`config.mk`:
```
export PLATFORM = sky130hd
export DESIGN_NAME = exe_stage
export DESIGN_NICKNAME = d
export VERILOG_FILES = /design/src/rtl/exe_stage_pkg.sv /design/src/rtl/div_iter.sv /design/src/rtl/exe_stage.sv
export SDC_FILE = /design/constraint.sdc
export NUM_CORES = 2
export LEC_CHECK = 0
export BUFFER_PORTS_ARGS = -buffer_cell sky130_fd_sc_hd__buf_2
export CORE_MARGIN = 5
export CORE_UTILIZATION = 45
export DETAILED_ROUTE_END_ITERATION = 10
export PLACE_DENSITY_LB_ADDON = 0.25
export SLEW_MARGIN = 10
export SYNTH_ARGS = -nofsm -noshare
export SYNTH_HDL_FRONTEND = slang
export SYNTH_SLANG_ARGS = --single-unit
```
`constraint.sdc`:
```
create_clock -name clk -period 16.5 [get_ports clk]
set_input_delay 4.95 -clock clk [delete_from_list [all_inputs] [get_ports clk]]
set_output_delay 4.95 -clock clk [all_outputs]
set_load 0.1 [all_outputs]
```
`src/rtl/exe_stage_pkg.sv`:
```
// Shared types for the execute stage: ID/EXE/MEM bundle layouts, op codes and the ALU.
// Bundle field order matches the packed buses exchanged with ID and MEMU.
package exe_stage_pkg;

  localparam int unsigned ID2EXE_LEN  = 155;
  localparam int unsigned EXE2MEM_LEN = 75;

  typedef enum logic [2:0] {
    MdNone, MdMulW, MdMulhW, MdMulhWu, MdDivW, MdModW, MdDivWu, MdModWu
  } md_op_e;

  localparam logic [3:0] MemB  = 4'd0;
  localparam logic [3:0] MemH  = 4'd1;
  localparam logic [3:0] MemW  = 4'd2;
  localparam logic [3:0] MemBu = 4'd8;
  localparam logic [3:0] MemHu = 4'd9;

  localparam int unsigned AluAdd  = 0;
  localparam int unsigned AluSub  = 1;
  localparam int unsigned AluSlt  = 2;
  localparam int unsigned AluSltu = 3;
  localparam int unsigned AluAnd  = 4;
  localparam int unsigned AluNor  = 5;
  localparam int unsigned AluOr   = 6;
  localparam int unsigned AluXor  = 7;
  localparam int unsigned AluSll  = 8;
  localparam int unsigned AluSrl  = 9;
  localparam int unsigned AluSra  = 10;
  localparam int unsigned AluLui  = 11;

  typedef enum logic [1:0] {StIdle, StBusy, StDone} div_state_e;

  typedef struct packed {
    logic [11:0] alu_op;
    logic [31:0] alu_src1;
    logic [31:0] alu_src2;
    md_op_e      md_op;
    logic [3:0]  mem_op;
    logic        mem_we;
    logic [31:0] st_data;
    logic        res_from_mem;
    logic        rf_we;
    logic [4:0]  rf_waddr;
    logic [31:0] pc;
  } id2exe_t;

  typedef struct packed {
    logic        res_from_mem;
    logic        rf_we;
    logic [4:0]  rf_waddr;
    logic [31:0] result;
    logic [3:0]  mem_op;
    logic [31:0] pc;
  } exe2mem_t;

  // One-hot op select; lui expects src2 to already hold the shifted immediate.
  function automatic logic [31:0] alu_calc(input logic [11:0] op, input logic [31:0] a,
                                           input logic [31:0] b);
    logic [31:0] r;
    r = '0;
    if (op[AluAdd])  r |= a + b;
    if (op[AluSub])  r |= a - b;
    if (op[AluSlt])  r |= {31'b0, $signed(a) < $signed(b)};
    if (op[AluSltu]) r |= {31'b0, a < b};
    if (op[AluAnd])  r |= a & b;
    if (op[AluNor])  r |= ~(a | b);
    if (op[AluOr])   r |= a | b;
    if (op[AluXor])  r |= a ^ b;
    if (op[AluSll])  r |= a << b[4:0];
    if (op[AluSrl])  r |= a >> b[4:0];
    if (op[AluSra])  r |= $unsigned($signed(a) >>> b[4:0]);
    if (op[AluLui])  r |= b;
    return r;
  endfunction

endpackage

```
`src/rtl/div_iter.sv`:
```
// Restoring radix-2 divider, one quotient bit per cycle over 32 steps.
// Works on magnitudes and applies the sign fix on the way out.
module div_iter import exe_stage_pkg::*; (
  input  logic        clk,
  input  logic        resetn,
  input  logic        start_i,
  input  logic        signed_i,
  input  logic [31:0] dividend_i,
  input  logic [31:0] divisor_i,
  input  logic        ack_i,
  output logic        done_o,
  output logic [31:0] q_o,
  output logic [31:0] r_o
);

  div_state_e  state_q, state_d;
  logic [4:0]  cnt_q, cnt_d;
  logic [31:0] quo_q, quo_d, rem_q, rem_d, dvs_q, dvs_d;
  logic        q_neg_q, q_neg_d, r_neg_q, r_neg_d;
  logic [32:0] trial, diff;
  logic        ge;

  always_ff @(posedge clk or negedge resetn) begin
    if (!resetn) begin
      state_q <= StIdle;
      cnt_q   <= '0;
      quo_q   <= '0;
      rem_q   <= '0;
      dvs_q   <= '0;
      q_neg_q <= 1'b0;
      r_neg_q <= 1'b0;
    end else begin
      state_q <= state_d;
      cnt_q   <= cnt_d;
      quo_q   <= quo_d;
      rem_q   <= rem_d;
      dvs_q   <= dvs_d;
      q_neg_q <= q_neg_d;
      r_neg_q <= r_neg_d;
    end
  end

  // A zero divisor always "fits", giving all-ones quotient and the dividend as remainder.
  assign trial = {rem_q, quo_q[31]};
  assign ge    = trial >= {1'b0, dvs_q};
  assign diff  = trial - {1'b0, dvs_q};

  always_comb begin
    state_d = state_q;
    cnt_d   = cnt_q;
    quo_d   = quo_q;
    rem_d   = rem_q;
    dvs_d   = dvs_q;
    q_neg_d = q_neg_q;
    r_neg_d = r_neg_q;
    unique case (state_q)
      StIdle: begin
        if (start_i) begin
          state_d = StBusy;
          cnt_d   = '0;
          rem_d   = '0;
          quo_d   = (signed_i & dividend_i[31]) ? -dividend_i : dividend_i;
          dvs_d   = (signed_i & divisor_i[31]) ? -divisor_i : divisor_i;
          q_neg_d = signed_i & (dividend_i[31] ^ divisor_i[31]);
          r_neg_d = signed_i & dividend_i[31];
        end
      end
      StBusy: begin
        rem_d = ge ? diff[31:0] : trial[31:0];
        quo_d = {quo_q[30:0], ge};
        cnt_d = cnt_q + 5'd1;
        if (cnt_q == 5'd31) state_d = StDone;
      end
      StDone: begin
        if (ack_i) state_d = StIdle;
      end
      default: state_d = StIdle;
    endcase
  end

  always_comb begin
    done_o = (state_q == StDone);
    q_o    = q_neg_q ? -quo_q : quo_q;
    r_o    = r_neg_q ? -rem_q : rem_q;
  end

endmodule

```
`src/rtl/exe_stage.sv`:
```
// Execute stage: ALU, multiplier, iterative divider and data-SRAM request generation.
// Holds one instruction and forwards results/hazard info back to ID.
module exe_stage import exe_stage_pkg::*; (
  input  logic                   clk,
  input  logic                   resetn,
  output logic                   exe_allowin,
  input  logic                   id_to_exe_valid,
  input  logic [ID2EXE_LEN-1:0]  id_to_exe_zip,
  input  logic                   mem_allowin,
  output logic                   exe_to_mem_valid,
  output logic [EXE2MEM_LEN-1:0] exe_to_mem_zip,
  output logic                   data_sram_en,
  output logic [3:0]             data_sram_we,
  output logic [31:0]            data_sram_addr,
  output logic [31:0]            data_sram_wdata,
  output logic [38:0]            exe_rf_zip
);

  id2exe_t     bundle_q, bundle_d;
  exe2mem_t    to_mem;
  logic        exe_valid_q, exe_valid_d;
  logic        is_div, div_signed, div_done, exe_ready_go, mul_signed, pending;
  logic [31:0] alu_result, div_q, div_r, result;
  logic [63:0] product;
  logic [3:0]  st_mask;

  assign is_div       = bundle_q.md_op >= MdDivW;
  assign div_signed   = (bundle_q.md_op == MdDivW) || (bundle_q.md_op == MdModW);
  assign exe_ready_go = ~is_div | div_done;
  assign exe_allowin  = ~exe_valid_q | (exe_ready_go & mem_allowin);

  always_comb begin
    exe_valid_d = exe_valid_q;
    bundle_d    = bundle_q;
    if (exe_allowin) exe_valid_d = id_to_exe_valid;
    if (id_to_exe_valid & exe_allowin) bundle_d = id2exe_t'(id_to_exe_zip);
  end

  always_ff @(posedge clk or negedge resetn) begin
    if (!resetn) begin
      exe_valid_q <= 1'b0;
      bundle_q    <= '0;
    end else begin
      exe_valid_q <= exe_valid_d;
      bundle_q    <= bundle_d;
    end
  end

  assign alu_result = alu_calc(bundle_q.alu_op, bundle_q.alu_src1, bundle_q.alu_src2);

  // Extend to 64 bits so one multiplier serves both signed and unsigned high halves.
  assign mul_signed = bundle_q.md_op != MdMulhWu;
  assign product = {{32{mul_signed & bundle_q.alu_src1[31]}}, bundle_q.alu_src1} *
                   {{32{mul_signed & bundle_q.alu_src2[31]}}, bundle_q.alu_src2};

  div_iter u_div_iter (
    .clk        (clk),
    .resetn     (resetn),
    .start_i    (exe_valid_q & is_div),
    .signed_i   (div_signed),
    .dividend_i (bundle_q.alu_src1),
    .divisor_i  (bundle_q.alu_src2),
    .ack_i      (mem_allowin),
    .done_o     (div_done),
    .q_o        (div_q),
    .r_o        (div_r)
  );

  always_comb begin
    result = alu_result;
    case (bundle_q.md_op)
      MdNone:             result = alu_result;
      MdMulW:             result = product[31:0];
      MdMulhW, MdMulhWu:  result = product[63:32];
      MdDivW, MdDivWu:    result = div_q;
      default:            result = div_r;
    endcase
  end

  assign data_sram_en   = exe_valid_q & (bundle_q.res_from_mem | bundle_q.mem_we) &
                          exe_ready_go & mem_allowin;
  assign data_sram_addr = alu_result;

  always_comb begin
    st_mask         = 4'b1111;
    data_sram_wdata = bundle_q.st_data;
    case (bundle_q.mem_op[1:0])
      2'd0: begin
        st_mask         = 4'b0001 << alu_result[1:0];
        data_sram_wdata = {4{bundle_q.st_data[7:0]}};
      end
      2'd1: begin
        st_mask         = alu_result[1] ? 4'b1100 : 4'b0011;
        data_sram_wdata = {2{bundle_q.st_data[15:0]}};
      end
      default: ;
    endcase
  end

  assign data_sram_we = (data_sram_en & bundle_q.mem_we) ? st_mask : 4'b0000;

  assign exe_to_mem_valid = exe_valid_q & exe_ready_go;

  always_comb begin
    to_mem.res_from_mem = bundle_q.res_from_mem;
    to_mem.rf_we        = bundle_q.rf_we;
    to_mem.rf_waddr     = bundle_q.rf_waddr;
    to_mem.result       = result;
    to_mem.mem_op       = bundle_q.mem_op;
    to_mem.pc           = bundle_q.pc;
  end
  assign exe_to_mem_zip = to_mem;

  assign pending    = exe_valid_q & (bundle_q.res_from_mem | (is_div & ~exe_ready_go));
  assign exe_rf_zip = {pending, bundle_q.rf_we & exe_valid_q, bundle_q.rf_waddr, result};

endmodule

```
# Word-level counts from Yosys, hierarchy flattened
# Cells that the tools add are included.
dict set report totals {
  ff_bits 261
  inputBits 159
}
dict set report op_classes {
  add_sub_neg 8
  mul 1
  magnitude_cmp 4
  eq_ne 14
  shift 4
  mux 32
  bitwise 39
  n_reduce_logical 10
}
# op count
set ops {}
lappend ops {{$mux W32} 19}
lappend ops {{$or A32 B32 Y32} 10}
lappend ops {{$pmux W32 S2} 3}
lappend ops {{$neg A32 Y32} 4}
lappend ops {{$pmux W32 S4} 1}
lappend ops {{$lt A32 B32 Y1} 2}
lappend ops {{$mul A33 B33 Y64} 1}
lappend ops {{$or A32 B1 Y32} 2}
lappend ops {{$sub A32 B32 Y32} 2}
lappend ops {{$ge A33 B32 Y1} 1}
lappend ops {{$add A32 B32 Y32} 1}
lappend ops {{$and A32 B32 Y32} 1}
lappend ops {{$not A32 Y32} 1}
lappend ops {{$shl A32 B5 Y32} 1}
lappend ops {{$shr A32 B5 Y32} 1}
lappend ops {{$sshr A32 B5 Y32} 1}
lappend ops {{$xor A32 B32 Y32} 1}
lappend ops {{$and A1 B1 Y1} 16}
lappend ops {{$pmux W5 S2} 1}
lappend ops {{$eq A3 B3 Y1 const B} 3}
lappend ops {{$mux W4} 2}
lappend ops {{$pmux W4 S2} 1}
lappend ops {{$eq A3 B2 Y1 const B} 2}
lappend ops {{$mux W2} 3}
lappend ops {{22 further kinds} 32}

# Logic depth before layout (Yosys ltp)
dict set report logic_depth {
  depth_word 27
  ltp_mapped 35
  depth_no_buf 29
}

# Hierarchy
# Synthesis repeated with hierarchy kept, for this count alone.
dict set report hier_totals {
  hier_cells 7216
  hier_area_um2 62795.2
}
# mod instances cells_per_inst area_per_inst_um2
set modules_own_cells {}
lappend modules_own_cells {exe_stage 1 6167 54180.7}
lappend modules_own_cells {div_iter 1 1049 8614.5}

# Worst setup path before layout
# No wires, ideal clock.
dict set report synth_timing {
  kind {reg2out}
  start {reg bundle_q[80] (netlist bit)}
  end {out exe_to_mem_zip[49]}
  arrival_time_ps 11668
  required_time_ps 11550
  slack_ps -118
  stages_incl_launch_ff 31
  n_path_buf 8
  cell_sequence {dfrtp_1 -> clkbuf_1 -> buf_2 -> buf_1 -> clkbuf_1 -> buf_1 -> clkbuf_1 -> buf_1 -> nand2_1 -> fa_1 -> fa_1 -> inv_1 -> fa_1 -> fa_1 -> fa_1 -> fa_1 -> inv_1 -> fa_1 -> inv_1 -> fa_1 -> ha_1 -> nand3_1 -> or2_2 -> o31ai_1 -> o211ai_1 -> a211oi_1 -> nor2_1 -> o21ai_0 -> xnor2_1 -> o21ai_0 -> buf_4}
}
dict set report synth_via {
  elab_chain_cells 25
}
# item line
set synth_rtl {}
lappend synth_rtl {{start, declared} exe_stage.sv:19} ;# id2exe_t bundle_q, bundle_d;
lappend synth_rtl {{start signal, assigned} exe_stage.sv:45} ;# bundle_q <= bundle_d;
lappend synth_rtl {{$add A32 B32 Y32} exe_stage_pkg.sv:61} ;# if (op[AluAdd]) r |= a + b;
lappend synth_rtl {{$mux W32} exe_stage_pkg.sv:61}
lappend synth_rtl {{$or A32 B32 Y32} exe_stage_pkg.sv:62} ;# if (op[AluSub]) r |= a - b;
lappend synth_rtl {{$mux W32} exe_stage_pkg.sv:62}
lappend synth_rtl {{$or A32 B1 Y32} exe_stage_pkg.sv:63} ;# if (op[AluSlt]) r |= {31'b0, $signed(a) < $signed(b)};
lappend synth_rtl {{$mux W32} exe_stage_pkg.sv:63}
lappend synth_rtl {{$or A32 B1 Y32} exe_stage_pkg.sv:64} ;# if (op[AluSltu]) r |= {31'b0, a < b};
lappend synth_rtl {{$mux W32} exe_stage_pkg.sv:64}
lappend synth_rtl {{(+9 left out)} -}
lappend synth_rtl {{$mux W32} exe_stage_pkg.sv:69} ;# if (op[AluSll]) r |= a << b[4:0];
lappend synth_rtl {{$or A32 B32 Y32} exe_stage_pkg.sv:70} ;# if (op[AluSrl]) r |= a >> b[4:0];
lappend synth_rtl {{$mux W32} exe_stage_pkg.sv:70}
lappend synth_rtl {{$or A32 B32 Y32} exe_stage_pkg.sv:71} ;# if (op[AluSra]) r |= $unsigned($signed(a) >>> b[4:0]);
lappend synth_rtl {{$mux W32} exe_stage_pkg.sv:71}
lappend synth_rtl {{$or A32 B32 Y32} exe_stage_pkg.sv:72} ;# if (op[AluLui]) r |= b;
lappend synth_rtl {{$mux W32} exe_stage_pkg.sv:72}
lappend synth_rtl {{$pmux W32 S4 *} exe_stage.sv:71} ;# case (bundle_q.md_op)
lappend synth_rtl {{end, declared} exe_stage.sv:11} ;# output logic [EXE2MEM_LEN-1:0] exe_to_mem_zip,
# Every way passes the cells marked *; elsewhere a longest branch is shown, timed or not.

# Worst setup path after layout
dict set report layout_timing {
  start {reg bundle_q[92] (netlist bit)}
  end {out exe_to_mem_zip[56]}
}
# The elaborated chain is that of the path after synthesis.

==> impl_metrics.env <==
export IMPL_clk_latency_ns=0.64
export IMPL_worstReg2RegEnd="u_div_iter.dvs_q[28]"
export IMPL_r2r_cells=13
export IMPL_synthTopCellsByArea="fa_1 36%, dfrtp_1 11%, inv_1 7.8%, ha_1 7.0%, nand2_1 6.8%"
export IMPL_grt_total_usage_pct=37.50
export IMPL_synth_largest_area_cell="fa_1"
export IMPL_drv_cap=0
export IMPL_row_count=136
export IMPL_core_area_sq_um=137300
export IMPL_path_clk_slew_ns=0.07
export IMPL_r2r_setup_slack_ns=11.50
export IMPL_clockBufferDepth=3
export IMPL_crit_start="bundle_q[92]"
export IMPL_hp_class="reg -> reg"
export IMPL_routed_wl_mm=276.6
export IMPL_fillerInstances=13320
export IMPL_yosys_warnings=0
export IMPL_period_share_pct=100.1
export IMPL_drc=0
export IMPL_syn_avg_cell_area_sq_um=8.511
export IMPL_slew_viol_final=0
export IMPL_cts_repair_resized=0
export IMPL_cts_tree="done"
export IMPL_antenna_found_initial=25
export IMPL_cts_buffers=37
export IMPL_nets=8957
export IMPL_critPathCapture="exe_to_mem_zip[56]"
export IMPL_synthAdderAreaFrac_pct=43.37
export IMPL_cts_setup_buffers=0
export IMPL_syn_instance_count=7294
export IMPL_synth_seq_area_share_pct=10.52
export IMPL_routedWlPerCell_microns=30.18
export IMPL_syn_cell_area_sq_um=62080
export IMPL_tightest_slew_ns=1.429
export IMPL_cp_required_ns=11.55
export IMPL_worst_setup_path_type="reg -> out"
export IMPL_synth_top_area_share_pct=36.38
export IMPL_drt_iter0_markers=7112
export IMPL_vias_per_cell=6.079
export IMPL_area_growth_pct=7.344
export IMPL_synth_compound_area_share_pct=12.22
export IMPL_fin_crit_ns=16.52
export IMPL_yosysMostFrequentCell="inv_1"
export IMPL_muxShareOfSynthArea_pct=5.006
export IMPL_synth_cell_types=91
export IMPL_synthesis_nets=8928
export IMPL_ys_flop_type="dfrtp_1"
export IMPL_first_global_vias=56170
export IMPL_firstDrtPassIters=9
export IMPL_post_dp_hpwl_mm=220.7
export IMPL_r2r_start="bundle_q[80]"
export IMPL_worstPathArrival_ns=11.57
export IMPL_cts_root_buf="clkbuf_16"
export IMPL_synth_seq_cells=261
export IMPL_die_w_microns=381.4
export IMPL_fin_worst_skew_ns=0.04826
export IMPL_violations="negative setup slack"
export IMPL_cp_max_fo=17
export IMPL_dieArea_sq_um=145500
export IMPL_outcome="complete, but fails checks"
export IMPL_tns_ns=-0.03826
export IMPL_synth_common_cells="1,288 x inv_1, 1,128 x fa_1, 1,118 x nand2_1, 496 x nor2_1, 359 x o21ai_0"
export IMPL_grt_pass1_wl_mm=397.6
export IMPL_io_pins=344
export IMPL_postRouteAntennaNets=0
export IMPL_portBuffers=343
export IMPL_grt_max_degree=132
export IMPL_grt_ovfl_total=0
export IMPL_htree_levels=2
export IMPL_worst_slack_ns=-0.02268
export IMPL_clock_sinks=261
export IMPL_hold_buffers=0
export IMPL_rsz0062_at_grt="no"
export IMPL_synth_edff_count=0
export IMPL_async_reset_ff_share_pct=100.0
export IMPL_finalHoldViolCount=0
export IMPL_start_util_pct=45.21
export IMPL_gp_congestion=1.088
export IMPL_vias=55710
export IMPL_end_kind="output pin"
export IMPL_critPathLaunchType="register"
export IMPL_yosys_area_share_xor_xnor_pct=3.513
export IMPL_max_freq_mhz=60.52
export IMPL_die_y_microns=381.4
export IMPL_max_slew_margin_pct=3.699
export IMPL_finalSetupViolCount=2
export IMPL_synthSimpleGateAreaFrac_pct=13.55
export IMPL_synth_top_family_by_area="adder cells"
export IMPL_layout_drive_gt1_share_pct=11.24
worst max-delay path, stage by stage, from the launching register on:
cell and delay [ns]:
dfrtp_1 1.07, inv_1 0.67, nor2_1 0.55, fa_1 0.51, fa_1 0.49, fa_1 0.54
inv_1 0.05, fa_1 0.50, inv_1 0.05, fa_1 0.53, inv_1 0.07, fa_1 0.45
fa_1 0.49, inv_1 0.05, fa_1 0.43, ha_1 0.43, nand4_1 0.31, nor4_1 0.47
and3_1 0.20, o21ai_0 0.43, a311o_1 0.52, o21ai_1 0.52, xor2_1 0.65, a221o_1 0.42
buf_2 0.49
stage by stage:
stage / hold WS, ns / utilization, % / setup slack [ns] / cells / instance area [sq um]
3_3_place_gp: 0.4650 / 47.51 / 1.084 / 9077 / 65250
4_1_cts: 0.4869 / 48.48 / 0.3124 / 9145 / 66580
6_report: 0.4830 / 48.53 / -0.02268 / 9164 / 66640
2_1_floorplan: 0.4494 / - / 0.1143 / 7294 / 62080
5_1_grt: 0.5086 / 48.50 / 0.004495 / 9149 / 66600
3_5_place_dp: 0.4745 / 47.51 / 0.9863 / 9077 / 65250
logic make-up (layout without fill, tap and decap cells):
kind of cell,Yosys count,after routing
simple gates,2007,2007
buf+inv,1862,1920
fa+ha+maj,1475,1475
compound gates,1174,1174
mux,266,266
flops,261,261
xor+xnor,249,249
other cells,0,18
registers in the layout, summed over array words and instances, names as in the netlist:
register	flops
exe_valid_q	1
u_div_iter.rem_q	32
u_div_iter.state_q	2
u_div_iter.dvs_q	32
u_div_iter.quo_q	32
bundle_q	112
exe_rf_zip	5
exe_to_mem_zip	38
u_div_iter.q_neg_q	1
u_div_iter.r_neg_q	1
u_div_iter.cnt_q	5
cell usage in the layout (no fill, tap or decap), types with 25 or more instances in the layout:
cell / count
nand2b_1: 32
nand3_1: 99
mux2i_1: 108
ha_1: 347
a21oi_1: 251
and2_1: 34
fa_1: 1128
mux2_2: 136
a222oi_1: 28
buf_4: 199
or3_1: 25
nor3_1: 56
a221oi_1: 29
a22oi_1: 51
nand4_1: 27
nor2_1: 495
clkbuf_16: 37
inv_1: 1286
o31ai_1: 37
o211ai_1: 55
o21ai_0: 357
buf_2: 340
xnor2_1: 182
xor2_1: 67
a211oi_1: 31
nand2_1: 1118
dfrtp_1: 252
a21o_1: 57
a31oi_1: 46
layout make-up:
| cell class | count | area (sq um) | area share (%) |
|---|---|---|---|
| well taps | 1794 | 2245 | 3.368 |
| multi-input cells | 5171 | 48280 | 72.45 |
| flip-flops and latches | 261 | 6553 | 9.833 |
| diodes | 18 | 45.04 | 0.06759 |
| repair buffers | 543 | 3271 | 4.908 |
| clock buffers | 44 | 1002 | 1.504 |
| inverters | 1309 | 4913 | 7.373 |
| clock inverters | 24 | 330.3 | 0.4957 |
worst min-delay path by stage:
| stage | cells after the start | startpoint | endpoint |
|---|---|---|---|
| 2_1_floorplan | 1 | u_div_iter.cnt_q[3] | u_div_iter.cnt_q[3] |
| 3_3_place_gp | 2 | u_div_iter.dvs_q[15] | u_div_iter.dvs_q[15] |
| 3_5_place_dp | 2 | u_div_iter.dvs_q[4] | u_div_iter.dvs_q[4] |
| 4_1_cts | 2 | u_div_iter.dvs_q[4] | u_div_iter.dvs_q[4] |
| 5_1_grt | 2 | u_div_iter.dvs_q[28] | u_div_iter.dvs_q[28] |
| 6_report | 2 | u_div_iter.dvs_q[15] | u_div_iter.dvs_q[15] |
per-layer routing:
metal  vias to the layer above  wire (microns)  GRT usage (%)
li1                      23060               -              -
met1                     28240          104800          48.95
met2                      3576          118400          56.06
met3                       827           32930          10.68
met4                         8           20380          21.31
met5                         -              52              0
Power is left out: the tool's default activity adds up to more than one toggle a clock period on the data nets, which glitch-free logic cannot reach.
